File: config.mk
export PLATFORM = sky130hd
export DESIGN_NAME = icache_dm_flat
export DESIGN_NICKNAME = d
export VERILOG_FILES = /design/src/rtl/cpu_types_pkg.sv /design/src/rtl/icache_dm_if.sv /design/src/rtl/icache_frame_array.sv /design/src/rtl/icache_dm.sv /design/src/flat_wrapper.sv
export SDC_FILE = /design/constraint.sdc
export NUM_CORES = 1
export LEC_CHECK = 0
export CAP_MARGIN = 20
export CORE_ASPECT_RATIO = 2
export CORE_MARGIN = 2
export CORE_UTILIZATION = 35
export DETAILED_ROUTE_END_ITERATION = 12
export PLACE_DENSITY = 0.61
export REMOVE_ABC_BUFFERS = 1
export SETUP_SLACK_MARGIN = 0.4
export SKIP_LAST_GASP = 1
export SLEW_MARGIN = 20
export SYNTH_ARGS = -nofsm -noshare
export SYNTH_HDL_FRONTEND = slang
export SYNTH_HIERARCHICAL = 1
export SYNTH_SLANG_ARGS = --single-unit
File: constraint.sdc
create_clock -name CLK -period 10.8 [get_ports CLK]
set_clock_uncertainty 0.05 [all_clocks]
set_input_delay 1.08 -clock CLK [delete_from_list [all_inputs] [get_ports CLK]]
set_output_delay 1.08 -clock CLK [all_outputs]
set_load 0.02 [all_outputs]
File: src/rtl/cpu_types_pkg.sv
// Shared types and constants for the direct-mapped instruction cache.
package cpu_types_pkg;

  localparam int WORD_W      = 32;
  localparam int ICACHE_SETS = 16;
  localparam int IDX_W       = $clog2(ICACHE_SETS);
  localparam int TAG_W       = WORD_W - IDX_W - 2;

  typedef logic [WORD_W-1:0] word_t;

  // Fetch address split into tag / frame index / byte offset.
  typedef struct packed {
    logic [TAG_W-1:0] tag;
    logic [IDX_W-1:0] idx;
    logic [1:0]       bytoff;
  } icachef_t;

  typedef enum logic {
    IDLE  = 1'b0,
    FETCH = 1'b1
  } icache_state_t;

  // Increment that sticks at all-ones instead of wrapping.
  function automatic word_t sat_inc(word_t v);
    return (v == '1) ? v : v + 1'b1;
  endfunction

endpackage

File: src/rtl/icache_dm_if.sv
// Fetch-side and memory-side handshake of the instruction cache.
interface icache_dm_if;
  import cpu_types_pkg::*;

  logic  imemREN;
  word_t imemaddr;
  logic  iflush;
  logic  ihit;
  word_t imemload;
  logic  iREN;
  word_t iaddr;
  logic  iwait;
  word_t iload;

  // Cache side.
  modport slave (
    input  imemREN, imemaddr, iflush, iwait, iload,
    output ihit, imemload, iREN, iaddr
  );

  // Datapath + memory controller side.
  modport master (
    output imemREN, imemaddr, iflush, iwait, iload,
    input  ihit, imemload, iREN, iaddr
  );
endinterface

File: src/rtl/icache_frame_array.sv
// Valid/tag/data storage for the one-word frames: async read, one write port,
// global valid clear that takes priority over a same-cycle write.
module icache_frame_array
  import cpu_types_pkg::*;
(
  input  logic             CLK,
  input  logic             nRST,
  input  logic [IDX_W-1:0] ridx,
  output logic             rvalid,
  output logic [TAG_W-1:0] rtag,
  output word_t            rdata,
  input  logic             wen,
  input  logic             wset,   // write also marks the frame valid
  input  logic [IDX_W-1:0] widx,
  input  logic [TAG_W-1:0] wtag,
  input  word_t            wdata,
  input  logic             clr
);

  logic [ICACHE_SETS-1:0] valid_q, valid_d;
  logic [TAG_W-1:0]       tag_q  [ICACHE_SETS];
  logic [TAG_W-1:0]       tag_d  [ICACHE_SETS];
  word_t                  data_q [ICACHE_SETS];
  word_t                  data_d [ICACHE_SETS];

  // Next contents: apply the fill, then let a flush wipe every valid bit.
  always_comb begin
    // NOTE: every always_comb output gets a default first so no path infers a latch.
    valid_d = valid_q;
    tag_d   = tag_q;
    data_d  = data_q;
    if (wen) begin
      tag_d[widx]  = wtag;
      data_d[widx] = wdata;
      if (wset) valid_d[widx] = 1'b1;
    end
    if (clr) valid_d = '0;
  end

  // Storage registers.
  always_ff @(posedge CLK or negedge nRST) begin
    if (!nRST) begin
      // NOTE: tag/data are reset as well so imemload/iaddr never show X; a RAM macro would only reset valid.
      valid_q <= '0;
      for (int i = 0; i < ICACHE_SETS; i++) begin
        tag_q[i]  <= '0;
        data_q[i] <= '0;
      end
    end else begin
      // NOTE: sequential state uses non-blocking assignment so every flop samples pre-edge values.
      valid_q <= valid_d;
      tag_q   <= tag_d;
      data_q  <= data_d;
    end
  end

  assign rvalid = valid_q[ridx];
  assign rtag   = tag_q[ridx];
  assign rdata  = data_q[ridx];

endmodule

File: src/rtl/icache_dm.sv
// Direct-mapped instruction cache: zero-latency hit, one-word fill on miss,
// non-abortable memory request, saturating hit/miss counters.
module icache_dm
  import cpu_types_pkg::*;
(
  input  logic        CLK,
  input  logic        nRST,
  icache_dm_if.slave  bus,
  output word_t       hit_cnt,
  output word_t       miss_cnt
);

  icache_state_t state_q, state_d;
  word_t         miss_addr_q, miss_addr_d;
  logic          flushed_q, flushed_d;   // flush seen during the current fill
  word_t         hit_cnt_q, hit_cnt_d;
  word_t         miss_cnt_q, miss_cnt_d;

  icachef_t         req, miss_f;
  logic             rvalid, hit, wen, wset;
  logic [TAG_W-1:0] rtag;
  word_t            rdata;

  assign req    = icachef_t'(bus.imemaddr);
  assign miss_f = icachef_t'(miss_addr_q);

  icache_frame_array u_frames (
    .CLK   (CLK),
    .nRST  (nRST),
    .ridx  (req.idx),
    .rvalid(rvalid),
    .rtag  (rtag),
    .rdata (rdata),
    .wen   (wen),
    .wset  (wset),
    .widx  (miss_f.idx),
    .wtag  (miss_f.tag),
    .wdata (bus.iload),
    .clr   (bus.iflush)
  );

  assign hit = bus.imemREN & rvalid & (rtag == req.tag) & (state_q == IDLE) & ~bus.iflush;

  // Combinational lookup result toward the datapath.
  always_comb begin
    bus.ihit     = hit;
    bus.imemload = hit ? rdata : '0;
  end

  // Next-state, fill control, memory request and counters.
  always_comb begin
    state_d     = state_q;
    miss_addr_d = miss_addr_q;
    flushed_d   = flushed_q;
    hit_cnt_d   = hit_cnt_q;
    miss_cnt_d  = miss_cnt_q;
    wen         = 1'b0;
    wset        = 1'b0;
    bus.iREN    = 1'b0;
    bus.iaddr   = '0;
    case (state_q)
      IDLE: begin
        if (hit) begin
          hit_cnt_d = sat_inc(hit_cnt_q);
        end else if (bus.imemREN && !bus.iflush) begin
          miss_addr_d = {bus.imemaddr[WORD_W-1:2], 2'b00};
          flushed_d   = 1'b0;
          miss_cnt_d  = sat_inc(miss_cnt_q);
          state_d     = FETCH;
        end
      end
      FETCH: begin
        bus.iREN  = 1'b1;
        bus.iaddr = miss_addr_q;
        if (bus.iflush) flushed_d = 1'b1;
        if (!bus.iwait) begin
          wen     = 1'b1;
          wset    = ~flushed_q & ~bus.iflush;
          state_d = IDLE;
        end
      end
      default: state_d = IDLE;
    endcase
  end

  // Control state register.
  always_ff @(posedge CLK or negedge nRST) begin
    if (!nRST) begin
      state_q     <= IDLE;
      miss_addr_q <= '0;
      flushed_q   <= 1'b0;
      hit_cnt_q   <= '0;
      miss_cnt_q  <= '0;
    end else begin
      state_q     <= state_d;
      miss_addr_q <= miss_addr_d;
      flushed_q   <= flushed_d;
      hit_cnt_q   <= hit_cnt_d;
      miss_cnt_q  <= miss_cnt_d;
    end
  end

  assign hit_cnt  = hit_cnt_q;
  assign miss_cnt = miss_cnt_q;

endmodule
File: src/flat_wrapper.sv
// flat-port wrapper written by rule: the top's interface ports become plain ports
module icache_dm_flat import cpu_types_pkg::*;
  (CLK, nRST, hit_cnt, miss_cnt, bus_imemREN, bus_imemaddr, bus_iflush, bus_iwait, bus_iload, bus_ihit, bus_imemload, bus_iREN, bus_iaddr);
  icache_dm_if bus_i ();
  input  logic CLK;
  input  logic nRST;
  output word_t hit_cnt;
  output word_t miss_cnt;
  input wire logic [$bits(bus_i.imemREN)-1:0] bus_imemREN;
  input wire logic [$bits(bus_i.imemaddr)-1:0] bus_imemaddr;
  input wire logic [$bits(bus_i.iflush)-1:0] bus_iflush;
  input wire logic [$bits(bus_i.iwait)-1:0] bus_iwait;
  input wire logic [$bits(bus_i.iload)-1:0] bus_iload;
  output wire logic [$bits(bus_i.ihit)-1:0] bus_ihit;
  output wire logic [$bits(bus_i.imemload)-1:0] bus_imemload;
  output wire logic [$bits(bus_i.iREN)-1:0] bus_iREN;
  output wire logic [$bits(bus_i.iaddr)-1:0] bus_iaddr;
  assign bus_i.imemREN = bus_imemREN;
  assign bus_i.imemaddr = bus_imemaddr;
  assign bus_i.iflush = bus_iflush;
  assign bus_i.iwait = bus_iwait;
  assign bus_i.iload = bus_iload;
  assign bus_ihit = bus_i.ihit;
  assign bus_imemload = bus_i.imemload;
  assign bus_iREN = bus_i.iREN;
  assign bus_iaddr = bus_i.iaddr;
  icache_dm u_core (.CLK(CLK), .nRST(nRST), .bus(bus_i), .hit_cnt(hit_cnt), .miss_cnt(miss_cnt));
endmodule
==> results.py <==
metrics = {
    "critical_path": {
        "required_ns": 9.67,
        "startpoint_type": "input pin",
        "end_kind": "output pin",
        "cp.arrival_ns": 6.19,
        "path_class": "input pin to output pin",
        "cp_max_fo": 32,
        "path_cells": "clkdlybuf4s50_1 -> nor2_4 -> buf_4 -> buf_4 -> a22oi_1 -> nand2_1 -> xnor2_1 -> nand4_1 -> nor4_4 -> buf_4 -> and3_1 -> clkdlybuf4s50_1",
        "path_common_cell": "buf_4",
        "cp_slowest_stage_delay_ns": 0.61,
        "worst_r2r_path_depth": 5,
        "slowest_stage": "buf_4",
    },
    "sta": {
        "period_needed_ns": 7.32,
        "max_freq_mhz": 137,
        "hold_viol": 0,
        "tightest_slew_ns": 1.06,
        "grt_setup_unrepaired": "no",
        "min_period_over_period_pct": 67.8,
        "whs_ns": 0.357,
        "setup_tns_ns": 0,
        "relSlewSlack_pct": 29.1,
        "fin_ws_ns": 3.48,
        "finalMaxSlewViolations": 0,
        "setup_viol": 0,
    },
    "routing": {
        "routed-wl-met2_um": 65300,
        "routed.top_layer": "met5",
        "drt-vias-per-instance": 5.44,
        "drt_wl_total_um": 125000,
        "drt_iter0_markers": 1538,
        "first_pass_iters": 5,
        "vias": 27000,
        "wl_per_cell_um": 25.1,
        "met3_length_um": 4700,
        "drt-met1-wl_um": 51200,
        "ant_nets": 0,
        "drc": 0,
    },
    "run_status": {
        "status": "completed",
    },
    "clocking": {
        "clkTransAtPathRegs_ns": 0.06,
        "post_cts_resized": 0,
        "cts_tree": "done",
        "cts-hold-fix-buffers": 0,
        "post_cts_buffers": 0,
        "clock_path_buffers": 3,
        "clock_latency_ns": 0.70,
        "cts.sink_count": 1040,
        "cts_max_level": 3,
        "cts_made_buffers": 92,
        "cts-root-buf": "clkbuf_16",
    },
    "placed_design": {
        "gp_congestion": 0.832,
        "port_buffers": 194,
        "dp_hpwl_um": 70400,
        "place_ws_ns": 3.37,
        "place_area_sq_mm": 0.0506,
    },
    "synthesis": {
        "yosysMostFrequentCell": "dfrtp_1",
        "synthTopCellsByArea": "dfrtp_1 (55%), mux2_2 (23%), mux4_2 (11%)",
        "ys_seq_area_share_pct": 55.2,
        "synth_commonest_cells": "dfrtp_1 (1040), mux2_2 (957), mux4_2 (236), clkbuf_1 (123), a22oi_1 (118)",
        "ys_dominant_reg_cell": "dfrtp_1",
        "ys_seq_elements": 1040,
        "synth_edf_count": 0,
        "yosys.area.top_type": "dfrtp_1",
        "synth_cell_types": 47,
        "syn_inst": 3086,
        "synthArstFlopShare_pct": 100,
        "synthesis.area_sq_mm": 0.0471,
        "ys_warn_count": 6,
        "synth.avg_cell_area_sq_um": 15.3,
        "synth_top_area_share_pct": 55.2,
    },
    "layout": {
        "drive_gt1_share_pct": 44.0,
        "area_growth_syn_to_layout_pct": 14.1,
        "final_cell_area_sq_mm": 0.0538,
        "layout.nets": 3234,
    },
    "job": {
        "max-cap-violations": 0,
    },
    "global_route": {
        "grt_pass1_vias": 29300,
        "grt_util_all_layers_pct": 18.2,
        "grt_pass1_wl_um": 190000,
        "antenna_found_initial": 12,
        "grt_max_degree": 182,
        "grt_overflow_total": 0,
    },
    "die": {
        "rows": 190,
        "initial_utilization_pct": 35.2,
        "io_pins": 199,
        "die_area_sq_mm": 0.138,
        "coreArea_sq_mm": 0.134,
        "chipWidth_um": 263,
        "die_h_um": 523,
    },
    "hold_path": {
        "hp-class": "input pin to asynchronous set/reset pin",
    },
    "pwr": {
        "power_w": 0.0124,
        "power.density_mw_per_mm2": 231,
        "p_leak_nw": 24.2,
        "ir_worst_vdd_v": 0.000117,
    },
}
[area by class of cell]
cell class | instances | area (sq um)
sequential | 1040 | 26000
fill | 12300 | 80100
inverter | 7 | 26.3
clock buffer | 129 | 2660
antenna | 3 | 7.51
multi-input combinational | 1780 | 20000
tap | 1728 | 2160
timing repair buffer | 242 | 2430
clock inverter | 38 | 494
[metrics by stage]
stage / instances / util (%)
global route: 4965 / 40.2
finish: 4967 / 40.2
global placement: 4796 / 37.8
CTS: 4963 / 40.2
detailed placement: 4796 / 37.8
floorplan: 2827 / -
[cell usage in the layout (no fill, tap or decap), drive strengths merged, types with 23 or more instances in the layout]
| cell | count |
|---|---|
| clkbuf | 129 |
| clkdlybuf4s50 | 191 |
| a22oi | 118 |
| dfrtp | 1040 |
| and3 | 43 |
| nand4 | 40 |
| mux2 | 960 |
| buf | 51 |
| mux4 | 236 |
| xnor2 | 51 |
| nand2 | 85 |
| nor2 | 50 |
| nor3 | 23 |
| and2 | 36 |
| xor2 | 37 |
| nand3 | 31 |
[layer usage]
metal  GRT usage, %  vias to the layer above
met5              0                        -
met4           5.71                       10
met3           2.74                      177
met2           32.9                      561
met1           22.4                    14700
li1               -                    11500
[cells by family (layout without fill, tap and decap cells)]
group	count (synthesis)	after routing	share of synthesized area [%]
AND/OR/NAND/NOR	353	353	4.01
adder cells (fa/ha/maj)	2	2	0.0531
buffers and inverters	267	416	2.71
XOR/XNOR	88	88	1.65
flip-flops	1040	1040	55.2
other	1	5	0.00796
AO/OA/AOI/OAI	139	139	2.13
multiplexers	1196	1196	34.2
[sequential cells by signal, indices dropped and copies added, names as in the netlist]
register / count
u_core/miss_cnt: 32
u_core/hit_cnt: 32
u_core/state_q: 1
u_core/miss_addr_q: 30
u_core/u_frames/valid_q: 16
u_core/u_frames/tag_q: 416
u_core/flushed_q: 1
u_core/u_frames/data_q: 512
[where the power goes]
group | internal, W | switching, W | total, W | leakage (nW)
Combinational | 0.00181 | 0.000975 | 0.00279 | 8.91
Sequential | 0.00535 | 0.000796 | 0.00614 | 13.7
Clock | 0.00197 | 0.00151 | 0.00347 | 1.56
Total | 0.00912 | 0.00328 | 0.0124 | 24.2
[worst paths after layout]
path / startpoint / end / slack, ns
setup reg to reg: u_core/state_q / u_core/u_frames/data_q[414] / 6.22
max in group asynchronous: nRST / u_core/u_frames/tag_q[188] / 7.93
hold reg to reg: u_core/u_frames/tag_q[199] / u_core/u_frames/tag_q[199] / 0.44
setup / recovery: bus_imemaddr[4] / bus_imemload[30] / 3.48
min in group CLK: u_core/u_frames/tag_q[199] / u_core/u_frames/tag_q[199] / 0.44
hold / removal: nRST / u_core/u_frames/data_q[213] / 0.36
[critical path, delay by kind of cell]
family	cells	cell delay (ns)
xor gates and xnor gates	1	0.32
buffers and inverters	5	2.85
AOI/OAI and AO/OA	1	0.21
and+or+nand+nor	5	1.57
Note: power is estimated with default switching activity, not from simulation.
